[src/rtl/ps2_pkg.sv]
// Shared PS/2 definitions: transmitter state encoding, common command bytes,
// line indices and the odd-parity helper used when a byte is accepted.
package ps2_pkg;

    // Transmit sequencer states, in frame order.
    typedef enum logic [2:0] {
        IDLE,       // waiting for a request
        INHIBIT,    // holding PS2C low before request-to-send
        RTS,        // start bit on PS2D, clock released, waiting for edge 1
        DATA,       // data bits on PS2D, edges 2..9 expected
        PARITY,     // parity bit on PS2D, waiting for edge 10
        STOP,       // PS2D released as stop bit, waiting for device to latch it
        ACK,        // waiting for edge 11 to sample the device ACK
        WAIT_IDLE   // waiting for both lines to return high
    } state_t;

    // Frequently used keyboard commands and the device acknowledge byte.
    localparam logic [7:0] CMD_SET_LED = 8'hED;
    localparam logic [7:0] CMD_ENABLE  = 8'hF4;
    localparam logic [7:0] CMD_RESET   = 8'hFF;
    localparam logic [7:0] RSP_ACK     = 8'hFA;

    // Bit positions of the two PS/2 lines in packed line vectors.
    localparam int LINE_C = 0;
    localparam int LINE_D = 1;

    // Number of data bits in a PS/2 frame.
    localparam int DATA_BITS = 8;

    // Odd parity: the parity bit makes the total count of ones odd.
    function automatic logic odd_parity(input logic [7:0] b);
        return ~^b;
    endfunction

endpackage

[src/rtl/ps2_host_tx_if.sv]
// Request/status bundle between a command source and the PS/2 host
// transmitter. The source side is the master, the transmitter the slave.
interface ps2_host_tx_if;

    logic [7:0] tx_data;   // byte to send
    logic       tx_valid;  // request, taken when tx_valid && tx_ready
    logic       tx_ready;  // transmitter is idle and can take a byte
    logic       busy;      // a frame is in progress
    logic       done;      // one-cycle pulse at normal frame end
    logic       ack_ok;    // device acknowledged the last frame
    logic       error;     // one-cycle pulse on frame timeout

    modport master (
        output tx_data,
        output tx_valid,
        input  tx_ready,
        input  busy,
        input  done,
        input  ack_ok,
        input  error
    );

    modport slave (
        input  tx_data,
        input  tx_valid,
        output tx_ready,
        output busy,
        output done,
        output ack_ok,
        output error
    );

endinterface

[src/rtl/ps2_line_filter.sv]
// Conditions one asynchronous PS/2 pin: two-flop synchronizer followed by a
// glitch filter that only changes its output after FILTER_LEN consecutive
// synchronized samples disagree with it. Edge strobes are one cycle wide and
// coincide with the cycle the filtered level changes.
module ps2_line_filter #(
    parameter int FILTER_LEN = 8
) (
    input  logic clock,
    input  logic reset_n,
    input  logic pin_in,
    output logic level,
    output logic fall,
    output logic rise
);

    localparam int CNT_W = (FILTER_LEN > 1) ? $clog2(FILTER_LEN) : 1;
    localparam logic [CNT_W-1:0] CNT_LAST = CNT_W'(FILTER_LEN - 1);

    logic             sync1_q;
    logic             sync2_q;
    logic [CNT_W-1:0] cnt_q;
    logic [CNT_W-1:0] cnt_d;
    logic             level_q;
    logic             level_d;
    logic             fall_q;
    logic             fall_d;
    logic             rise_q;
    logic             rise_d;

    // Bring the raw pin into the clock domain; idle PS/2 lines are high.
    always_ff @(posedge clock or negedge reset_n) begin
        if (!reset_n) begin
            sync1_q <= 1'b1;
            sync2_q <= 1'b1;
        end else begin
            sync1_q <= pin_in;
            sync2_q <= sync1_q;
        end
    end

    // Count consecutive disagreeing samples; any agreeing sample restarts the count.
    always_comb begin
        level_d = level_q;
        cnt_d   = '0;
        fall_d  = 1'b0;
        rise_d  = 1'b0;
        if (sync2_q != level_q) begin
            if (cnt_q == CNT_LAST) begin
                level_d = sync2_q;
                fall_d  = ~sync2_q;
                rise_d  = sync2_q;
            end else begin
                cnt_d = cnt_q + 1'b1;
            end
        end
    end

    // Filter state and edge strobe registers.
    always_ff @(posedge clock or negedge reset_n) begin
        if (!reset_n) begin
            cnt_q   <= '0;
            level_q <= 1'b1;
            fall_q  <= 1'b0;
            rise_q  <= 1'b0;
        end else begin
            cnt_q   <= cnt_d;
            level_q <= level_d;
            fall_q  <= fall_d;
            rise_q  <= rise_d;
        end
    end

    assign level = level_q;
    assign fall  = fall_q;
    assign rise  = rise_q;

endmodule

[src/rtl/ps2_host_tx.sv]
// PS/2 host-to-device transmitter. Inhibits the bus, issues request-to-send,
// shifts one byte plus odd parity and stop out on device-generated clock
// falling edges, samples the device ACK and guards the frame with a timeout.
// Pins are open-drain: an *_oe of 1 pulls the line low.
module ps2_host_tx
    import ps2_pkg::*;
#(
    parameter int INHIBIT_CYCLES = 12000,    // must be at least 2
    parameter int TIMEOUT_CYCLES = 2000000,
    parameter int FILTER_LEN     = 8
) (
    input  logic          clock,
    input  logic          reset_n,
    ps2_host_tx_if.slave  tx,
    input  logic          ps2c_in,
    input  logic          ps2d_in,
    output logic          ps2c_oe,
    output logic          ps2d_oe
);

    localparam int INH_W = $clog2(INHIBIT_CYCLES + 1);
    localparam int TMO_W = $clog2(TIMEOUT_CYCLES + 1);

    localparam logic [INH_W-1:0] INH_PRE  = INH_W'(INHIBIT_CYCLES - 2);
    localparam logic [INH_W-1:0] INH_LAST = INH_W'(INHIBIT_CYCLES - 1);
    localparam logic [TMO_W-1:0] TMO_LAST = TMO_W'(TIMEOUT_CYCLES - 1);

    localparam logic [3:0] EDGE_PARITY = 4'(DATA_BITS);   // count before the parity edge
    localparam logic [3:0] EDGE_STOP   = 4'd10;
    localparam logic [3:0] EDGE_ACK    = 4'd11;

    // Conditioned line levels and edge strobes, indexed by LINE_C / LINE_D.
    logic [1:0] raw_pins;
    logic [1:0] line_level;
    logic [1:0] line_fall;
    logic [1:0] line_rise;

    assign raw_pins = {ps2d_in, ps2c_in};

    for (genvar gi = 0; gi < 2; gi++) begin : g_filt
        ps2_line_filter #(
            .FILTER_LEN (FILTER_LEN)
        ) u_filt (
            .clock   (clock),
            .reset_n (reset_n),
            .pin_in  (raw_pins[gi]),
            .level   (line_level[gi]),
            .fall    (line_fall[gi]),
            .rise    (line_rise[gi])
        );
    end

    // Only the clock line edges drive the sequencer; the data line is sampled by level.
    logic unused_d_edges;
    assign unused_d_edges = line_fall[LINE_D] ^ line_rise[LINE_D];

    logic c_fe;
    logic c_re;
    logic c_lvl;
    logic d_lvl;

    assign c_fe  = line_fall[LINE_C];
    assign c_re  = line_rise[LINE_C];
    assign c_lvl = line_level[LINE_C];
    assign d_lvl = line_level[LINE_D];

    state_t           state_q,     state_d;
    logic [7:0]       data_q,      data_d;
    logic             parity_q,    parity_d;
    logic [3:0]       edge_q,      edge_d;
    logic [INH_W-1:0] inh_q,       inh_d;
    logic [TMO_W-1:0] tmo_q,       tmo_d;
    logic             ps2c_oe_q,   ps2c_oe_d;
    logic             ps2d_oe_q,   ps2d_oe_d;
    logic             tx_ready_q,  tx_ready_d;
    logic             busy_q,      busy_d;
    logic             done_q,      done_d;
    logic             ack_ok_q,    ack_ok_d;
    logic             error_q,     error_d;

    logic bit_phase;
    logic tmo_hit;
    logic next_bit;

    // Frame sequencer: next state, counters and all registered outputs.
    always_comb begin
        state_d    = state_q;
        data_d     = data_q;
        parity_d   = parity_q;
        edge_d     = edge_q;
        inh_d      = inh_q;
        tmo_d      = tmo_q;
        ps2c_oe_d  = ps2c_oe_q;
        ps2d_oe_d  = ps2d_oe_q;
        tx_ready_d = tx_ready_q;
        busy_d     = busy_q;
        done_d     = 1'b0;
        ack_ok_d   = ack_ok_q;
        error_d    = 1'b0;

        // The timeout covers everything after the clock line is released.
        bit_phase = (state_q != IDLE) && (state_q != INHIBIT);
        tmo_hit   = bit_phase && (tmo_q == TMO_LAST);

        // Bit presented on the next clock edge: data LSB first, then parity.
        next_bit = (edge_q == EDGE_PARITY) ? parity_q : data_q[edge_q[2:0]];

        if (bit_phase) begin
            tmo_d = tmo_q + 1'b1;
        end

        if (tmo_hit) begin
            // Timeout takes priority over any coincident clock edge.
            ps2c_oe_d = 1'b0;
            ps2d_oe_d = 1'b0;
            ack_ok_d  = 1'b0;
            busy_d    = 1'b0;
            error_d   = 1'b1;
            state_d   = IDLE;
        end else begin
            case (state_q)
                IDLE: begin
                    ps2c_oe_d  = 1'b0;
                    ps2d_oe_d  = 1'b0;
                    busy_d     = 1'b0;
                    tx_ready_d = 1'b1;
                    if (tx.tx_valid && tx_ready_q) begin
                        data_d     = tx.tx_data;
                        parity_d   = odd_parity(tx.tx_data);
                        ack_ok_d   = 1'b0;
                        busy_d     = 1'b1;
                        tx_ready_d = 1'b0;
                        ps2c_oe_d  = 1'b1;
                        inh_d      = '0;
                        state_d    = INHIBIT;
                    end
                end

                INHIBIT: begin
                    inh_d = inh_q + 1'b1;
                    // Start bit goes low during the final inhibit cycle.
                    if (inh_q == INH_PRE) begin
                        ps2d_oe_d = 1'b1;
                    end
                    if (inh_q == INH_LAST) begin
                        ps2c_oe_d = 1'b0;
                        tmo_d     = '0;
                        edge_d    = '0;
                        state_d   = RTS;
                    end
                end

                RTS, DATA: begin
                    if (c_fe) begin
                        edge_d    = edge_q + 4'd1;
                        ps2d_oe_d = ~next_bit;
                        state_d   = (edge_q == EDGE_PARITY) ? PARITY : DATA;
                    end
                end

                PARITY: begin
                    // Edge 10: stop bit is a released (high) line.
                    if (c_fe) begin
                        edge_d    = EDGE_STOP;
                        ps2d_oe_d = 1'b0;
                        state_d   = STOP;
                    end
                end

                STOP: begin
                    // Device latches the stop bit while the clock is high.
                    if (c_re) begin
                        state_d = ACK;
                    end
                end

                ACK: begin
                    if (c_fe) begin
                        edge_d   = EDGE_ACK;
                        ack_ok_d = ~d_lvl;
                        state_d  = WAIT_IDLE;
                    end
                end

                WAIT_IDLE: begin
                    if (c_lvl && d_lvl) begin
                        done_d  = 1'b1;
                        busy_d  = 1'b0;
                        state_d = IDLE;
                    end
                end

                default: begin
                    state_d = IDLE;
                end
            endcase
        end
    end

    // Sequencer registers; reset releases both lines immediately.
    always_ff @(posedge clock or negedge reset_n) begin
        if (!reset_n) begin
            state_q    <= IDLE;
            data_q     <= '0;
            parity_q   <= 1'b0;
            edge_q     <= '0;
            inh_q      <= '0;
            tmo_q      <= '0;
            ps2c_oe_q  <= 1'b0;
            ps2d_oe_q  <= 1'b0;
            tx_ready_q <= 1'b0;
            busy_q     <= 1'b0;
            done_q     <= 1'b0;
            ack_ok_q   <= 1'b0;
            error_q    <= 1'b0;
        end else begin
            state_q    <= state_d;
            data_q     <= data_d;
            parity_q   <= parity_d;
            edge_q     <= edge_d;
            inh_q      <= inh_d;
            tmo_q      <= tmo_d;
            ps2c_oe_q  <= ps2c_oe_d;
            ps2d_oe_q  <= ps2d_oe_d;
            tx_ready_q <= tx_ready_d;
            busy_q     <= busy_d;
            done_q     <= done_d;
            ack_ok_q   <= ack_ok_d;
            error_q    <= error_d;
        end
    end

    assign ps2c_oe     = ps2c_oe_q;
    assign ps2d_oe     = ps2d_oe_q;
    assign tx.tx_ready = tx_ready_q;
    assign tx.busy     = busy_q;
    assign tx.done     = done_q;
    assign tx.ack_ok   = ack_ok_q;
    assign tx.error    = error_q;

endmodule

[src/flat_wrapper.sv]
// flat-port wrapper written by rule: the top's interface ports become plain ports
module ps2_host_tx_flat import ps2_pkg::*;
#(
    parameter int INHIBIT_CYCLES = 12000,                         
    parameter int TIMEOUT_CYCLES = 2000000,
    parameter int FILTER_LEN     = 8
)
  (clock, reset_n, ps2c_in, ps2d_in, ps2c_oe, ps2d_oe, tx_tx_data, tx_tx_valid, tx_tx_ready, tx_busy, tx_done, tx_ack_ok, tx_error);
  ps2_host_tx_if tx_i ();
  input  logic clock;
  input  logic reset_n;
  input  logic ps2c_in;
  input  logic ps2d_in;
  output logic ps2c_oe;
  output logic ps2d_oe;
  input wire logic [$bits(tx_i.tx_data)-1:0] tx_tx_data;
  input wire logic [$bits(tx_i.tx_valid)-1:0] tx_tx_valid;
  output wire logic [$bits(tx_i.tx_ready)-1:0] tx_tx_ready;
  output wire logic [$bits(tx_i.busy)-1:0] tx_busy;
  output wire logic [$bits(tx_i.done)-1:0] tx_done;
  output wire logic [$bits(tx_i.ack_ok)-1:0] tx_ack_ok;
  output wire logic [$bits(tx_i.error)-1:0] tx_error;
  assign tx_i.tx_data = tx_tx_data;
  assign tx_i.tx_valid = tx_tx_valid;
  assign tx_tx_ready = tx_i.tx_ready;
  assign tx_busy = tx_i.busy;
  assign tx_done = tx_i.done;
  assign tx_ack_ok = tx_i.ack_ok;
  assign tx_error = tx_i.error;
  ps2_host_tx #(.INHIBIT_CYCLES(INHIBIT_CYCLES), .TIMEOUT_CYCLES(TIMEOUT_CYCLES), .FILTER_LEN(FILTER_LEN)) u_core (.clock(clock), .reset_n(reset_n), .tx(tx_i), .ps2c_in(ps2c_in), .ps2d_in(ps2d_in), .ps2c_oe(ps2c_oe), .ps2d_oe(ps2d_oe));
endmodule
[config.mk]
export PLATFORM = sky130hd
export DESIGN_NAME = ps2_host_tx_flat
export DESIGN_NICKNAME = d
export VERILOG_FILES = /design/src/rtl/ps2_pkg.sv /design/src/rtl/ps2_host_tx_if.sv /design/src/rtl/ps2_line_filter.sv /design/src/rtl/ps2_host_tx.sv /design/src/flat_wrapper.sv
export SDC_FILE = /design/constraint.sdc
export NUM_CORES = 1
export LEC_CHECK = 0
export CAP_MARGIN = 20
export CORE_AREA = 2 2 82 84
export DETAILED_ROUTE_END_ITERATION = 10
export DIE_AREA = 0 0 84 86
export PLACE_DENSITY = 0.78
export SYNTH_ARGS = -nofsm -noshare
export SYNTH_HDL_FRONTEND = slang
export SYNTH_HIERARCHICAL = 1
export SYNTH_SLANG_ARGS = --single-unit
[constraint.sdc]
create_clock -name clock -period 2.2 [get_ports clock]
set_clock_uncertainty 0.05 [all_clocks]
set_input_delay 0.44 -clock clock [delete_from_list [all_inputs] [get_ports clock]]
set_output_delay 0.44 -clock clock [all_outputs]
set_load 0.05 [all_outputs]
==> impl_metrics.csv, run 1 <==
group,metric,value,unit
clock_tree,cts_root_buffer,"clkbuf_8",
global_routing,antenna_found_initial,0,
sta,tightest_slew,498,ps
detailed_routing,wl,6820,um
global_routing,grt_pass1_wl,11700,um
layout,fillCellCount,506,
place,dp_cells,462,
floorplan,row_count,29,
power_and_ir_drop,vdd_ir_drop_max,0.000434,V
synth,synth.avg_cell_area,9.85,um2
worst_setup_path,crit_fanout,7,
sta,grt_setup_unrepaired,"no",
worst_setup_path,crit_slowest_cell,"or4_4",
synth,synthCells,368,
floorplan,core,6280,um2
place,gp_congestion,0.822,
worst_hold_path,hp-class,"in2async",
layout,finalNonFillerCells,478,
global_routing,grt_max_degree,73,
outcome,status,"finished, final reports clean",
worst_setup_path,path_delay_family,"simple AND/OR/NAND/NOR gates",
layout,regArea,1810,um2
worst_setup_path,crit_chain,"or4_4 -> nor2_1 -> and3_2 -> nor3_4 -> a311o_1 -> nor3_2",
synth,yosys_warnings,6,
detailed_routing,via_per_inst,5.56,
clock_tree,cts_buffers,9,
detailed_routing,first_iter_violations,183,
detailed_routing,wl_per_cell,14.3,um
clock_tree,clk_latency,340,ps
layout,final_layout_size_suffix_gt1_share,12.5,%
detailed_routing,dr_total_vias,2660,
sta,fin_tns_setup,0,ps
clock_tree,post_cts_resized,0,
clock_tree,cts_hold_buf,0,
worst_setup_path,crit_required,2410,ps
global_routing,grt-ovfl-total,0,
clock_tree,h-tree-depth,3,
layout,diodes,0,
synth,synth_fp_nets,390,
sta,fmax,487,MHz
detailed_routing,first_pass_iters,6,
sta,finalSetupViolCount,0,
clock_tree,postCtsSetupRepairBufs,0,
worst_setup_path,critical_path_class,"reg2reg",
place,detailed_place_hpwl,4710,um
power_and_ir_drop,clock_power_share,34.6,%
detailed_routing,antenna_left,0,
sta,hold_violations,0,
worst_setup_path,worstRegToRegCells,6,
worst_setup_path,cp.depth,6,
layout,multiInputGateArea,1730,um2
worst_setup_path,crit_path_max_incr_delay,570,ps
clock_tree,clock_sinks,72,
synth,syn_area,3620,um2
power_and_ir_drop,powerDensity,608,nW/um2
global_routing,grt_pass1_vias,2597,
power_and_ir_drop,combPwrFrac,7.7,%
place,portBuffers,19,
sta,drv_slew,0,
worst_setup_path,cp-start-kind,"register",
power_and_ir_drop,p_switching,595,uW
clock_tree,cts_tree,"done",
power_and_ir_drop,leakagePower,1.89,nW
worst_setup_path,cp_num_buf_inv,0,
worst_setup_path,worstSetupEndpointType,"register",
power_and_ir_drop,internal-power,1.91,mW
power_and_ir_drop,seqPwrFrac,57.7,%
power_and_ir_drop,switching_share,23.8,%
floorplan,die-area,7220,um2
floorplan,start_util,57.7,%
sta,fin_crit_sh,93.4,%
layout,synthToLayoutAreaGrowth,13.5,%
sta,maxSlewHeadroom,66.7,%
sta,min_period,2050,ps
run,timing.max_cap.violations,0,
global_routing,track_usage,20.5,%
floorplan,die_y,86,um
layout,num-nets-final,418,
worst_setup_path,crit_arrival,2270,ps
floorplan,io_pins,20,
clock_tree,cts.path.max_buffers,2,
clock_tree,clk_pin_slew,70,ps
detailed_routing,drc,0,
sta,hold_ws,44.6,ps
floorplan,die_width,84,um
==> flip-flops by register name, summed over array words and instances, names as in the netlist, 2 cells and up <==
signal,flops
u_core/state_q,3
u_core/data_q,8
u_core/g_filt.u_filt/sync2_q,2
u_core/tmo_q,21
u_core/edge_q,4
u_core/inh_q,14
u_core/g_filt.u_filt/level,2
u_core/g_filt.u_filt/cnt_q,6
u_core/g_filt.u_filt/sync1_q,2
==> path summary, 6_finish.rpt <==
path                                                                 from                                         to  slack (ps)
worst min-delay path                                              reset_n               u_core/data_q[4]$_DFFE_PN0P_          40
worst min register to register  u_core/g_filt[1].u_filt/sync1_q$_DFF_PN1_  u_core/g_filt[1].u_filt/sync2_q$_DFF_PN1_         310
min in group clock              u_core/g_filt[1].u_filt/sync1_q$_DFF_PN1_  u_core/g_filt[1].u_filt/sync2_q$_DFF_PN1_         310
max in group asynchronous                                         reset_n  u_core/g_filt[0].u_filt/sync1_q$_DFF_PN1_        1710
worst max-delay path                            u_core/tmo_q[8]$_DFF_PN0_               u_core/edge_q[0]$_DFFE_PN0P_         150
worst max register to register                  u_core/tmo_q[8]$_DFF_PN0_               u_core/edge_q[0]$_DFFE_PN0P_         150
==> per-stage QoR <==
| stage | util, % | total power, mW | worst slack (ps) | area, um2 |
|---|---|---|---|---|
| detailed placement | 62.9 | 1.66 | 127 | 3950 |
| global route | 65.5 | 2.63 | 6.09 | 4110 |
| finish | 65.5 | 2.50 | 146 | 4110 |
| CTS | 65.4 | 2.55 | 11.0 | 4100 |
| floorplan | - | 1.57 | 316 | 3620 |
| global placement | 62.9 | 1.65 | 174 | 3950 |
==> area by class of cell <==
class,count,area share [%]
sequential,72,44.0
tap,77,2.34
clock buffer,12,3.29
clock inverter,4,0.548
inverter,7,0.639
timing repair buffer,30,7.18
multi-input combinational,276,42.0
==> power by group through the flow <==
stage	Combinational (mW)	Clock [mW]	Sequential [mW]
2_1_floorplan	0.114	0	1.46
3_3_place_gp	0.184	0	1.46
3_5_place_dp	0.196	0	1.47
4_1_cts	0.199	0.905	1.44
5_1_grt	0.225	0.951	1.45
6_report	0.193	0.865	1.44
==> layout by cell type (no fill, tap or decap), drive strengths merged, types with 6 or more instances in the layout <==
cell type,n
nand3,16
xor2,25
and2,6
xnor2,13
dfrtp,66
o21ai,18
inv,7
clkbuf,12
buf,12
dfstp,6
a21oi,18
and3,10
ha,9
nand2,54
clkdlybuf4s50,17
nor2,51
==> metal layers <==
layer,GRT usage (%),up-vias,part of all wire [%]
met5,0,-,0
met3,3.66,8,3.2
met2,33.4,40,48
met1,27.0,1295,47
met4,9.53,0,1.5
li1,-,1317,-
Note: power is estimated with default switching activity, not from simulation.
==> run 2, diff against run 1 <==
- CAP_MARGIN: 20 -> not set
==> results of run 2 <==
Same layout as run 1: the final DEF is identical, and so are final timing and power.
